===== src/rtl/ling_eac_adder_pipe_if.sv =====
// Operand/result handshake bundle for ling_eac_adder_pipe.
// The master side supplies operands and accepts results; the adder is the slave.
interface ling_eac_adder_pipe_if #(
    parameter int WIDTH = 16
);
    logic             in_valid;
    logic             in_ready;
    logic [WIDTH-1:0] a;
    logic [WIDTH-1:0] b;
    logic             cin;
    logic             mode_eac;
    logic             out_valid;
    logic             out_ready;
    logic [WIDTH-1:0] sum;
    logic             cout;

    modport master (
        output in_valid, a, b, cin, mode_eac, out_ready,
        input  in_ready, out_valid, sum, cout
    );

    modport slave (
        input  in_valid, a, b, cin, mode_eac, out_ready,
        output in_ready, out_valid, sum, cout
    );
endinterface


===== src/rtl/ling_eac_adder_pipe.sv =====
// Three-stage pipelined radix-4 Ling prefix adder.
// Each transaction selects end-around-carry (mod 2^W-1) or plain mod 2^W addition.
module ling_eac_adder_pipe #(
    parameter int WIDTH     = 16,
    parameter bit ZERO_NORM = 1'b0
) (
    input logic                  clk,
    input logic                  rst_n,
    ling_eac_adder_pipe_if.slave bus
);
    localparam int IDXW   = $clog2(WIDTH);
    localparam int LEVELS = (WIDTH <= 16) ? 2 : 3;

    generate
        if (WIDTH != 8 && WIDTH != 16 && WIDTH != 32 && WIDTH != 64) begin : g_bad_width
            $error("ling_eac_adder_pipe: WIDTH must be 8, 16, 32 or 64");
        end
    endgenerate

    // Bit j of a prefix vector; negative j wraps cyclically in EAC mode, otherwise reads fill.
    function automatic logic pick(input logic [WIDTH-1:0] v, input int j,
                                  input logic eac, input logic fill);
        logic r;
        if (j >= 0)   r = v[IDXW'(j)];
        else if (eac) r = v[IDXW'(j + 4 * WIDTH)];
        else          r = fill;
        return r;
    endfunction

    logic             advance;
    logic             v1, v2, v3;
    logic [WIDTH-1:0] t1, x1, h1_q, pr1_q;
    logic             eac1, cin1;
    logic [WIDTH-1:0] t2, x2, hf2;
    logic             eac2, cin2;
    logic [WIDTH-1:0] sum_q;
    logic             cout_q;

    logic [WIDTH-1:0] g_c, t_c, h1_c, pr1_c, hf_c, cy_c, sum_c;
    logic             top_c, cout_c;

    assign advance       = bus.out_ready | ~v3;
    assign bus.in_ready  = advance;
    assign bus.out_valid = v3;
    assign bus.sum       = sum_q;
    assign bus.cout      = cout_q;

    // H_i = g_i | t_{i-1} & H_{i-1}. In mod 2^W mode cin is folded into g_0, so the
    // prefix never has to reach below bit 0 and W bits of span suffice.
    always_comb begin
        t_c = bus.a | bus.b;
        g_c = bus.a & bus.b;
        if (!bus.mode_eac) g_c[0] = g_c[0] | (t_c[0] & bus.cin);
        h1_c  = '0;
        pr1_c = '0;
        for (int unsigned i = 0; i < WIDTH; i++) begin
            logic h, pp;
            h  = 1'b0;
            pp = 1'b1;
            for (int unsigned k = 0; k < 4; k++) begin
                h  = h | (pp & pick(g_c, int'(i) - int'(k), bus.mode_eac, 1'b0));
                pp = pp & pick(t_c, int'(i) - int'(k) - 1, bus.mode_eac, 1'b1);
            end
            h1_c[i]  = h;
            pr1_c[i] = pp;
        end
    end

    always_comb begin : s2_prefix
        logic [WIDTH-1:0] hc, pc, hn, pn;
        hc = h1_q;
        pc = pr1_q;
        hn = '0;
        pn = '0;
        for (int unsigned lvl = 1; lvl < LEVELS; lvl++) begin
            for (int unsigned i = 0; i < WIDTH; i++) begin
                logic h, pp;
                int   j;
                h  = 1'b0;
                pp = 1'b1;
                j  = 0;
                for (int unsigned k = 0; k < 4; k++) begin
                    j  = int'(i) - int'(k << (2 * lvl));
                    h  = h | (pp & pick(hc, j, eac1, 1'b0));
                    pp = pp & pick(pc, j, eac1, 1'b1);
                end
                hn[i] = h;
                pn[i] = pp;
            end
            hc = hn;
            pc = pn;
        end
        hf_c = hc;
    end

    // Carry into bit i is t_{i-1} & H_{i-1}; bit 0 takes the wrapped carry or cin.
    always_comb begin
        top_c  = t2[WIDTH-1] & hf2[WIDTH-1];
        cy_c   = {t2[WIDTH-2:0] & hf2[WIDTH-2:0], eac2 ? top_c : cin2};
        sum_c  = x2 ^ cy_c;
        if (ZERO_NORM && eac2 && (&sum_c)) sum_c = '0;
        cout_c = ~eac2 & top_c;
    end

    always_ff @(posedge clk or negedge rst_n) begin
        if (!rst_n) begin
            v1     <= 1'b0;
            v2     <= 1'b0;
            v3     <= 1'b0;
            t1     <= '0;
            x1     <= '0;
            h1_q   <= '0;
            pr1_q  <= '0;
            eac1   <= 1'b0;
            cin1   <= 1'b0;
            t2     <= '0;
            x2     <= '0;
            hf2    <= '0;
            eac2   <= 1'b0;
            cin2   <= 1'b0;
            sum_q  <= '0;
            cout_q <= 1'b0;
        end else if (advance) begin
            v1     <= bus.in_valid;
            t1     <= t_c;
            x1     <= bus.a ^ bus.b;
            h1_q   <= h1_c;
            pr1_q  <= pr1_c;
            eac1   <= bus.mode_eac;
            cin1   <= bus.cin;
            v2     <= v1;
            t2     <= t1;
            x2     <= x1;
            hf2    <= hf_c;
            eac2   <= eac1;
            cin2   <= cin1;
            v3     <= v2;
            sum_q  <= sum_c;
            cout_q <= cout_c;
        end
    end
endmodule

===== src/flat_wrapper.sv =====
// flat-port wrapper written by rule: the top's interface ports become plain ports
module ling_eac_adder_pipe_flat 
#(
    parameter int WIDTH     = 16,
    parameter bit ZERO_NORM = 1'b0
)
  (clk, rst_n, bus_in_valid, bus_a, bus_b, bus_cin, bus_mode_eac, bus_out_ready, bus_in_ready, bus_out_valid, bus_sum, bus_cout);
  ling_eac_adder_pipe_if #(.WIDTH(WIDTH)) bus_i ();
  input logic clk;
  input logic rst_n;
  input wire logic [$bits(bus_i.in_valid)-1:0] bus_in_valid;
  input wire logic [$bits(bus_i.a)-1:0] bus_a;
  input wire logic [$bits(bus_i.b)-1:0] bus_b;
  input wire logic [$bits(bus_i.cin)-1:0] bus_cin;
  input wire logic [$bits(bus_i.mode_eac)-1:0] bus_mode_eac;
  input wire logic [$bits(bus_i.out_ready)-1:0] bus_out_ready;
  output wire logic [$bits(bus_i.in_ready)-1:0] bus_in_ready;
  output wire logic [$bits(bus_i.out_valid)-1:0] bus_out_valid;
  output wire logic [$bits(bus_i.sum)-1:0] bus_sum;
  output wire logic [$bits(bus_i.cout)-1:0] bus_cout;
  assign bus_i.in_valid = bus_in_valid;
  assign bus_i.a = bus_a;
  assign bus_i.b = bus_b;
  assign bus_i.cin = bus_cin;
  assign bus_i.mode_eac = bus_mode_eac;
  assign bus_i.out_ready = bus_out_ready;
  assign bus_in_ready = bus_i.in_ready;
  assign bus_out_valid = bus_i.out_valid;
  assign bus_sum = bus_i.sum;
  assign bus_cout = bus_i.cout;
  ling_eac_adder_pipe #(.WIDTH(WIDTH), .ZERO_NORM(ZERO_NORM)) u_core (.clk(clk), .rst_n(rst_n), .bus(bus_i));
endmodule

===== config.mk =====
export PLATFORM = sky130hd
export DESIGN_NAME = ling_eac_adder_pipe_flat
export DESIGN_NICKNAME = d
export VERILOG_FILES = /design/src/rtl/ling_eac_adder_pipe_if.sv /design/src/rtl/ling_eac_adder_pipe.sv /design/src/flat_wrapper.sv
export SDC_FILE = /design/constraint.sdc
export NUM_CORES = 1
export LEC_CHECK = 0
export CAP_MARGIN = 10
export CORE_ASPECT_RATIO = 1.1
export CORE_MARGIN = 2
export CORE_UTILIZATION = 45
export CTS_CLUSTER_SIZE = 20
export DETAILED_ROUTE_END_ITERATION = 16
export GPL_TIMING_DRIVEN = 0
export PLACE_DENSITY = 0.8
export SYNTH_ARGS = -nofsm -noshare
export SYNTH_HDL_FRONTEND = slang
export SYNTH_SLANG_ARGS = --single-unit

===== constraint.sdc =====
create_clock -name clk -period 2.05 [get_ports clk]
set_input_delay 0.205 -clock clk [delete_from_list [all_inputs] [get_ports clk]]
set_output_delay 0.205 -clock clk [all_outputs]
set_load 0.05 [all_outputs]

==> impl_results.md, run 1 <==
- Final setup TNS: 0 ns
- Routed WL per cell: 14.18 um
- Die width: 95.51 um
- Max-Cap Viols: 0
- VDD IR max: 0.5378 mV
- GRT Total Usage: 0.1947
- Share of layout cells above drive strength 1: 0.09144
- Mux contribution to synthesized area: 0.002717
- CP startpoint kind: flop
- Critical Path RT: 1.85 ns
- Post-synthesis register bit count: 94
- # port buffers: 55
- Critical Path Fanout Max: 10
- DR vias/cell: 5.003
- # H-tree levels: 3
- Post-DRT Antenna Nets: 0
- First DRT Iteration DRCs: 223
- First-pass GRT wire length: 15000 um
- Clk pwr share: 0.190
- Clock sink count: 94
- Setup violators final: 0
- First-pass detailed-route iteration total: 5
- Filler cells: 774
- RSZ-0062 raised after global routing: false
- Largest net degree at the start of global routing: 62
- Number of synthesized flops with an enable pin: 0
- Fin Hold WS: 0.3224 ns
- Top FF cell, synth: dfrtp_1
- Ordered cell list for the critical path: nor2b_4 -> buf_6 -> inv_4 -> buf_2 -> clkdlybuf4s15_2
- Layout area overhead: 22.37%
- Finished Layout Cells: 628
- Die height: 104.7 um
- Total internal power: 0.003936 W
- Overall routed net length: 8904 um
- Detail Placement HPWL: 6562 um
- Worst r2r dst: u_core.pr1_q[3]
- Slowest stage delay, CP: 0.40 ns
- Total CTS buffers: 9
- CTS max path bufs: 2
- Initial antenna violation count: 0
- CTS tree: yes
- Synth top area share: 0.5675
- Asr flop ratio synth: 1.000
- Clock slew at reported path FFs: 0.10 ns
- Main combinational cell family by area after synthesis: simple AND/OR/NAND/NOR gates
- Vias in the first global route: 3172
- Die outline area: 9996 um2
- Slack of the worst reg-to-reg path: 0.75 ns
- Synth Area in Compound Gates: 0.08663
- Row count: 36
- Clk_skew: 0.01048 ns
- GPL Wtd Cong: 0.8932
- Initial core utilization: 0.4648
- PwrDens: 1278 nW/um2
- R2R depth: 6
- Switching pwr: 0.002548 W
- Final Hold Fails: 0
- YS warnings: 0
- Critical-path top delay cell: dfrtp_1
- Most frequent cells in the layout: 173 x nand2_1, 94 x dfrtp_1, 53 x clkdlybuf4s50_1
- Synth Area in Simple Gates: 0.2071
- Clock Latency Late Sink: 0.37 ns
- Switching power as a share of total power: 0.3929
- Status: finished, final reports clean
- Ranking of synthesized cells by area: dfrtp_1 57%, nand2_1 16%, ha_1 4.8%
- Final min period: 1.959 ns
- Syn Inst Count: 441
- Register area share after synthesis: 0.5675
- Synth Area in XOR/XNOR: 0.03592
- WS Path Type: reg -> out
- Final #Nets: 563
- Comb power frac: 0.370
- DRC Markers: 0
- Largest area contributor in the synthesized netlist: dfrtp_1
- Post-CTS Repair Setup Buffers: 0
- Worst path arrival time: 1.75 ns
- Inst Count DP: 611
- Antenna Cells: 0
- Worst min path class: in -> async
- Mapped Nets: 495
- CTS Root Cell: clkbuf_8
- Worst r2r src: u_core.bus.out_valid
- Reg power frac: 0.440
- Syn avg cell area: 9.400 um2
- Lkg Pwr: 2.437 nW
- Post-Synth Adder-Cell Area: 0.04829
- Worst-Margin Slew: 0.5113 ns
- Slew headroom: 0.6581
- IO Pins: 57
- Grt ovf: 0
- CP Capture Type: primary output
- Max Clock Freq: 510.5 MHz
- Core footprint: 8919 um2
- DR vias: 3142
- Mapped Area: 4145 um2
- Yosys cell types: 33
- Fin. max-slew vios: 0
- Fin crit share: 0.9556
- Commonest non-fill, non-tap cell in the layout: nand2_1
## stage by stage
stage | cell area [um2] | util | setup slack (ns) | power (W)
2_1_floorplan | 4145 | - | 0.5504 | 0.004452
3_3_place_gp | 4838 | 0.5425 | -2.507 | 0.005210
3_5_place_dp | 4863 | 0.5453 | -0.1837 | 0.005304
4_1_cts | 5072 | 0.5687 | 0.08488 | 0.006514
5_1_grt | 5072 | 0.5687 | 0.02526 | 0.006882
6_report | 5072 | 0.5687 | 0.09104 | 0.006484
## critical path: cells and delay by family, from the launching register on
family                 cells  cell delay [ns]
AND/OR/NAND/NOR            1             0.13
buffers and inverters      4             0.84
flip-flops                 1             0.40
## registers in the layout (all words and copies together) (netlist names), 7 cells and up
signal / count
u_core.t1: 8
u_core.pr1_q: 7
u_core.x2: 16
u_core.t2: 8
u_core.hf2: 8
u_core.h1_q: 8
u_core.x1: 16
u_core.bus.sum: 16
## final cells by class
| type | count | area (um2) | share of cell area |
|---|---|---|---|
| well taps | 114 | 142.6 | 0.02812 |
| inverters | 18 | 70.07 | 0.01381 |
| plain buffers | 21 | 141.4 | 0.02787 |
| repair buffers | 57 | 586.8 | 0.1157 |
| flip-flops and latches | 94 | 2352 | 0.4637 |
| clock buffers | 9 | 123.9 | 0.02442 |
| multi-input cells | 308 | 1582 | 0.3118 |
| clock inverters | 7 | 73.82 | 0.01455 |
## per-layer routing
metal  vias to the layer above  routed length (um)  part of all wire  GRT usage
li1                       1528                   -                 -          -
met4                         0                 146             0.016    0.08367
met5                         -                   0                 0          0
met2                        92                4553              0.51     0.3209
met3                        11                 412             0.046    0.03461
met1                      1511                3791              0.43     0.2501
## cells in the mapped netlist (2+ instances only)
| cell | number |
|---|---|
| nor2_1 | 19 |
| a31oi_1 | 4 |
| xor2_1 | 8 |
| nor2b_1 | 6 |
| inv_1 | 17 |
| buf_4 | 10 |
| ha_1 | 16 |
| o41ai_1 | 3 |
| a21oi_1 | 18 |
| dfrtp_1 | 94 |
| buf_2 | 8 |
| nor3_1 | 5 |
| nor2b_4 | 2 |
| xnor2_1 | 9 |
| buf_6 | 2 |
| o21ai_0 | 4 |
| nand2b_1 | 3 |
| o21ai_1 | 26 |
| nand2_1 | 173 |
## cell families (layout without fill, tap and decap cells)
kind of cell | count (synthesis) | after routing
and+or+nand+nor | 212 | 212
DFF | 94 | 94
AOI/OAI and AO/OA | 61 | 61
buffers and inverters | 39 | 112
xor gates and xnor gates | 17 | 17
adders and majority gates | 16 | 16
other | 1 | 1
muxes | 1 | 1
## worst max-delay path by stage
stage / startpoint / end / slack [ns] / cells past startpoint
CTS: u_core.bus.out_valid / bus_in_ready / 0.08 / 5
finish: u_core.bus.out_valid / bus_in_ready / 0.09 / 5
floorplan: u_core.bus.out_valid / u_core.t1[0] / 0.55 / 5
global placement: rst_n / u_core.bus.sum[10] / -2.51 / 1
detailed placement: bus_out_ready / bus_in_ready / -0.18 / 6
global route: u_core.bus.out_valid / bus_in_ready / 0.03 / 5
## power by group through the flow
stage	Sequential, W	Combinational, W	Clock, W
after global placement	0.00286	0.00235	0
after global routing	0.00293	0.00263	0.00132
after detailed placement	0.00289	0.00242	0
after floorplan	0.00338	0.00107	0
final	0.00285	0.00240	0.00123
after CTS	0.00285	0.00243	0.00124
## what timing repair did
item                                    CTS  global route
gates resized for setup                   3             0
endpoints found under the setup margin    1             0
hold buffers                              1             0
hold endpoints to repair                 33             0
Note: power is estimated with default switching activity, not from simulation.
==> inputs of run 2 (changes only) <==
--- a/config.mk
+++ b/config.mk
@@ -9,9 +9,7 @@
 export CORE_ASPECT_RATIO = 1.1
 export CORE_MARGIN = 2
 export CORE_UTILIZATION = 45
-export CTS_CLUSTER_SIZE = 20
 export DETAILED_ROUTE_END_ITERATION = 16
-export GPL_TIMING_DRIVEN = 0
 export PLACE_DENSITY = 0.8
 export SYNTH_ARGS = -nofsm -noshare
 export SYNTH_HDL_FRONTEND = slang
==> constraint.sdc (replaced) <==
create_clock -name clk -period 2.1 [get_ports clk]
set_input_delay 0.21 -clock clk [delete_from_list [all_inputs] [get_ports clk]]
set_output_delay 0.21 -clock clk [all_outputs]
set_load 0.05 [all_outputs]
==> run 2 against run 1 <==
  * Sequential power decreased by 2%
  * Non-clock buffer count down 18
  * Global-route usage is 3.4 points lower
  * Combinational power is 8% lower
  * Final cell count down 2.9%
  * Clock power about the same
  * Sequential share of layout area up 0.80 points
  * Flip-flop and latch count unchanged
  * Worst setup slack gained 0.25 ns
  * Utilization down 0.97 points
  * Critical path type unchanged
==> impl_results.md, run 2 (synthesis gave the netlist of run 1 again) <==
- Clock Latency Late Sink: 0.36 ns
- Core footprint: 8919 um2
- # port buffers: 55
- Post-DRT Antenna Nets: 0
- Critical Path RT: 1.89 ns
- Die height: 104.7 um
- Fin. max-slew vios: 0
- PwrDens: 1247 nW/um2
- RSZ-0062 raised after global routing: false
- Worst-Margin Slew: 0.5767 ns
- Clock sink count: 94
- Fin Hold WS: 0.3912 ns
- IO Pins: 57
- Delay-heaviest family, CP: buffers and inverters
- DR vias/cell: 4.844
- First-pass detailed-route iteration total: 4
- First-pass GRT wire length: 12730 um
- CTS max path bufs: 2
- Setup violators final: 0
- Filler cells: 768
- Largest net degree at the start of global routing: 80
- Final setup TNS: 0 ns
- Overall routed net length: 7474 um
- Die width: 95.51 um
- Lkg Pwr: 2.373 nW
- Final Hold Fails: 0
- First DRT Iteration DRCs: 166
- CTS Root Cell: clkbuf_8
- Status: finished, final reports clean
- Ordered cell list for the critical path: clkdlybuf4s50_1
- Commonest non-fill, non-tap cell in the layout: nand2_1
- DR vias: 2955
- Layout area overhead: 20.28%
- Critical-path top delay cell: clkdlybuf4s50_1
- GPL Wtd Cong: 0.7892
- WS Path Type: reg -> out
- CP Capture Type: primary output
- Initial antenna violation count: 0
- CP startpoint kind: flop
- Share of layout cells above drive strength 1: 0.06048
- Cts repair resizes: 0
- Detail Placement HPWL: 5300 um
- Slew headroom: 0.6156
- Post-CTS Repair Setup Buffers: 0
- Multi-input logic area: 1582 um2
- Max-Cap Viols: 0
- Worst min path class: in -> async
- Grt ovf: 0
- Die outline area: 9996 um2
- Initial core utilization: 0.4648
- Routed WL per cell: 12.25 um
- DRC Markers: 0
- Worst path bufs/invs: 1
- Slowest stage delay, CP: 0.84 ns
- Most frequent cells in the layout: 173 x nand2_1, 94 x dfrtp_1, 53 x clkdlybuf4s50_1
- Final min period: 1.762 ns
- Final #Nets: 545
- Antenna Cells: 0
- Critical Path Fanout Max: 2
- Row count: 36
- CTS tree: yes
- VDD IR max: 0.6644 mV
- GRT Total Usage: 0.1604
- Worst path arrival time: 1.55 ns
- Max Clock Freq: 567.6 MHz
- Clock slew at reported path FFs: 0.09 ns
- Clk_skew: 0.009774 ns
- # H-tree levels: 3
- Total CTS buffers: 9
- Fin crit share: 0.8389
- FF+latch area: 2352 um2
- Vias in the first global route: 2819
run 2: timing repair:
| item | 4_1_cts | 5_1_grt |
|---|---|---|
| endpoints found under the hold margin | 45 | 0 |
| hold buffers | 1 | 0 |
| endpoints found under the setup margin | 0 | 0 |
run 2: area by class of cell:
class / instances / share of cell area
inverters: 18 / 0.01405
well taps: 114 / 0.02861
multi-input cells: 308 / 0.3172
flip-flops and latches: 94 / 0.4718
clock inverters: 7 / 0.01606
repair buffers: 60 / 0.1275
clock buffers: 9 / 0.02484
run 2: final timing paths:
check,startpoint,endpoint,slack [ns],cells past startpoint
setup / recovery,u_core.bus.sum[7],bus_sum[7],0.34,1
hold / removal,rst_n,u_core.x1[2],0.39,2
setup reg to reg,u_core.bus.out_valid,u_core.bus.sum[2],0.56,4
hold reg to reg,u_core.v2,u_core.v2,0.47,2
max in group asynchronous,rst_n,u_core.hf2[0],1.07,3
min in group clk,bus_in_valid,u_core.v1,0.39,3
run 2: metrics by stage:
| stage | instances | total power (W) | setup slack [ns] | utilization | area [um2] |
|---|---|---|---|---|---|
| global placement | 593 | 0.004970 | 0.3369 | 0.5351 | 4772 |
| finish | 610 | 0.006217 | 0.3383 | 0.5591 | 4986 |
| detailed placement | 593 | 0.005064 | 0.2982 | 0.5351 | 4772 |
| floorplan | 441 | 0.004346 | 0.6004 | - | 4145 |
| CTS | 610 | 0.006268 | 0.3237 | 0.5591 | 4986 |
| global route | 610 | 0.006613 | 0.2794 | 0.5591 | 4986 |
run 2: layer usage:
metal	vias up	GRT usage	share of wire
met1	1393	0.2170	0.46
li1	1492	-	-
met5	-	0	0
met4	0	0.06224	0.020
met2	60	0.2540	0.49
met3	10	0.03172	0.036
run 2: where the power goes:
part | leakage [nW] | internal (W) | switching (W)
sequential | 1.10 | 0.00242 | 0.000364
clock | 0.102 | 0.000567 | 0.000651
combinational | 1.17 | 0.000817 | 0.00139
total | 2.37 | 0.00381 | 0.00241
==> inputs of run 3 (changes only) <==
==> constraint.sdc (replaced) <==
create_clock -name clk -period 1.78 [get_ports clk]
set_input_delay 0.178 -clock clk [delete_from_list [all_inputs] [get_ports clk]]
set_output_delay 0.178 -clock clk [all_outputs]
set_load 0.05 [all_outputs]
==> run 3 against run 2 <==
  * Clock skew is essentially flat
  * Critical path depth unchanged
  * Utilization up 0.98 points
  * Via count grew 1.4%
  * Final cell count is 0.82% higher
  * Hold slack got worse by 0.040 ns
  * Combinational power increased by 19%
  * Clock power rose by 38%
  * Sequential share of layout area decreased by 0.81 points
==> impl_results.md, run 3 (synthesis gave the netlist of run 1 again) <==
- Worst-Margin Slew: 0.5173 ns
- Highest Signal Layer: met4
- WS Path Type: reg -> out
- Critical Path RT: 1.60 ns
- Grt ovf: 0
- Fin crit share: 0.9590
- Largest net degree at the start of global routing: 95
- Overall routed net length: 7577 um
- Setup violators final: 0
- Vias in the first global route: 2953
- Final Cell Area: 5074 um2
- Max Clock Freq: 585.8 MHz
- Clock Latency Late Sink: 0.37 ns
- Fin Hold WS: 0.3517 ns
- Most frequent cells in the layout: 173 x nand2_1, 94 x dfrtp_1, 47 x clkdlybuf4s50_1
- Area after DPL: 4807 um2
- Commonest non-fill, non-tap cell in the layout: nand2_1
- GRT Total Usage: 0.1696
- Slew headroom: 0.6541
- Die width: 95.51 um
- Core footprint: 8919 um2
- VDD IR max: 0.8780 mV
- M1 WL: 3345 um
- Clk_skew: 0.01023 ns
- Routed WL per cell: 12.32 um
- Initial core utilization: 0.4648
- DR vias: 2995
- Worst min path class: in -> reg
- Layout area overhead: 22.40%
- Routed length on met2: 3727 um
- Total CTS buffers: 9
- Reg power frac: 0.432
- Ordered cell list for the critical path: clkdlybuf4s50_1
- Pwr Total: 0.007587 W
- Worst path bufs/invs: 1
- # port buffers: 55
- Worst r2r src: u_core.bus.out_valid
- CTS tree: yes
- CTS max path bufs: 2
- Worst setup path end: bus_sum[9]
- Share of layout cells above drive strength 1: 0.07186
- Row count: 36
- First DRT Iteration DRCs: 213
- Critical-path top delay cell: clkdlybuf4s50_1
- First-pass detailed-route iteration total: 4
- Final #Nets: 550
- Worst path depth: 1
- Switching pwr: 0.002809 W
- Clock slew at reported path FFs: 0.10 ns
- Detail Placement HPWL: 5344 um
- Initial antenna violation count: 0
- Worst Setup SP: u_core.bus.sum[9]
- First-pass GRT wire length: 13310 um
- Worst r2r dst: u_core.t1[5]
- RSZ-0062 raised after global routing: false
- Fin. max-slew vios: 0
- GPL Wtd Cong: 0.7986
- Switching power as a share of total power: 0.3702
- Die height: 104.7 um
- DR vias/cell: 4.870
- Post-DRT Antenna Nets: 0
- Slowest stage delay, CP: 0.80 ns
- Comb power frac: 0.347
- Antenna Cells: 0
- Critical Path Fanout Max: 2
- # H-tree levels: 3
- Worst path arrival time: 1.53 ns
- CP startpoint kind: flop
- DRC Markers: 0
- CTS Root Cell: clkbuf_8
- Die outline area: 9996 um2
- Final setup TNS: 0 ns
- PwrDens: 1495 nW/um2
- Final min period: 1.707 ns
- Clk pwr share: 0.221
- Total internal power: 0.004779 W
- Clock sink count: 94
- Delay-heaviest family, CP: buffers and inverters
- CP Capture Type: primary output
- Max-Cap Viols: 0
- DR WL met3: 391 um
- Lkg Pwr: 2.471 nW
- Final Hold Fails: 0
- Status: finished, final reports clean
- IO Pins: 57
- Slack of the worst reg-to-reg path: 0.42 ns
- R2R depth: 5
-- run 3: changes by cell type in the layout (fill, tap and decap cells not counted), sizes merged --
cell,delta
buf,+6
bufinv,+2
clkdlybuf4s50,-6
dlymetal6s2s,+5
inv,-2
-- run 3: worst min-delay path by stage --
stage	startpoint	end	slack (ns)	depth (start not counted)
after CTS	bus_in_valid	u_core.v1	0.34	3
final	bus_in_valid	u_core.v1	0.35	3
after global routing	bus_in_valid	u_core.v1	0.36	3
after global placement	rst_n	u_core.x1[2]	0.26	2
after detailed placement	rst_n	u_core.x1[2]	0.26	2
after floorplan	rst_n	u_core.bus.out_valid	-0.12	0
-- run 3: per-layer routing --
| layer | vias up | GRT usage |
|---|---|---|
| met5 | - | 0 |
| met1 | 1406 | 0.2287 |
| met4 | 0 | 0.05612 |
| met2 | 71 | 0.2646 |
| li1 | 1510 | - |
| met3 | 8 | 0.04758 |
-- run 3: per-stage QoR --
stage	util	worst slack, ns	instances
2_1_floorplan	-	0.2804	441
3_3_place_gp	0.5390	0.1668	598
3_5_place_dp	0.5390	0.1035	598
4_1_cts	0.5675	0.03019	615
5_1_grt	0.5689	0.003671	615
6_report	0.5689	0.07304	615
-- run 3: layout make-up --
cell class / instances / area (um2)
well taps: 114 / 142.6
clock inverters: 7 / 120.1
fillers: 776 / 3845
flip-flops and latches: 94 / 2352
clock buffers: 9 / 123.9
multi-input cells: 308 / 1582
repair buffers: 65 / 683.2
inverters: 18 / 70.07
-- run 3: power by group through the flow --
stage                     registers (W)  clock network, W  logic, W
after detailed placement        0.00333                 0   0.00266
final                           0.00328           0.00168   0.00263
after global routing            0.00337           0.00180   0.00291
after CTS                       0.00328           0.00171   0.00267
after global placement          0.00329                 0   0.00260
after floorplan                 0.00390                 0   0.00123
-- run 3: what timing repair did --
item	in CTS	in global routing
setup buffers	0	0
endpoints found under the setup margin	0	5
hold endpoints to repair	94	0
hold buffers	1	0
resized for setup	0	5
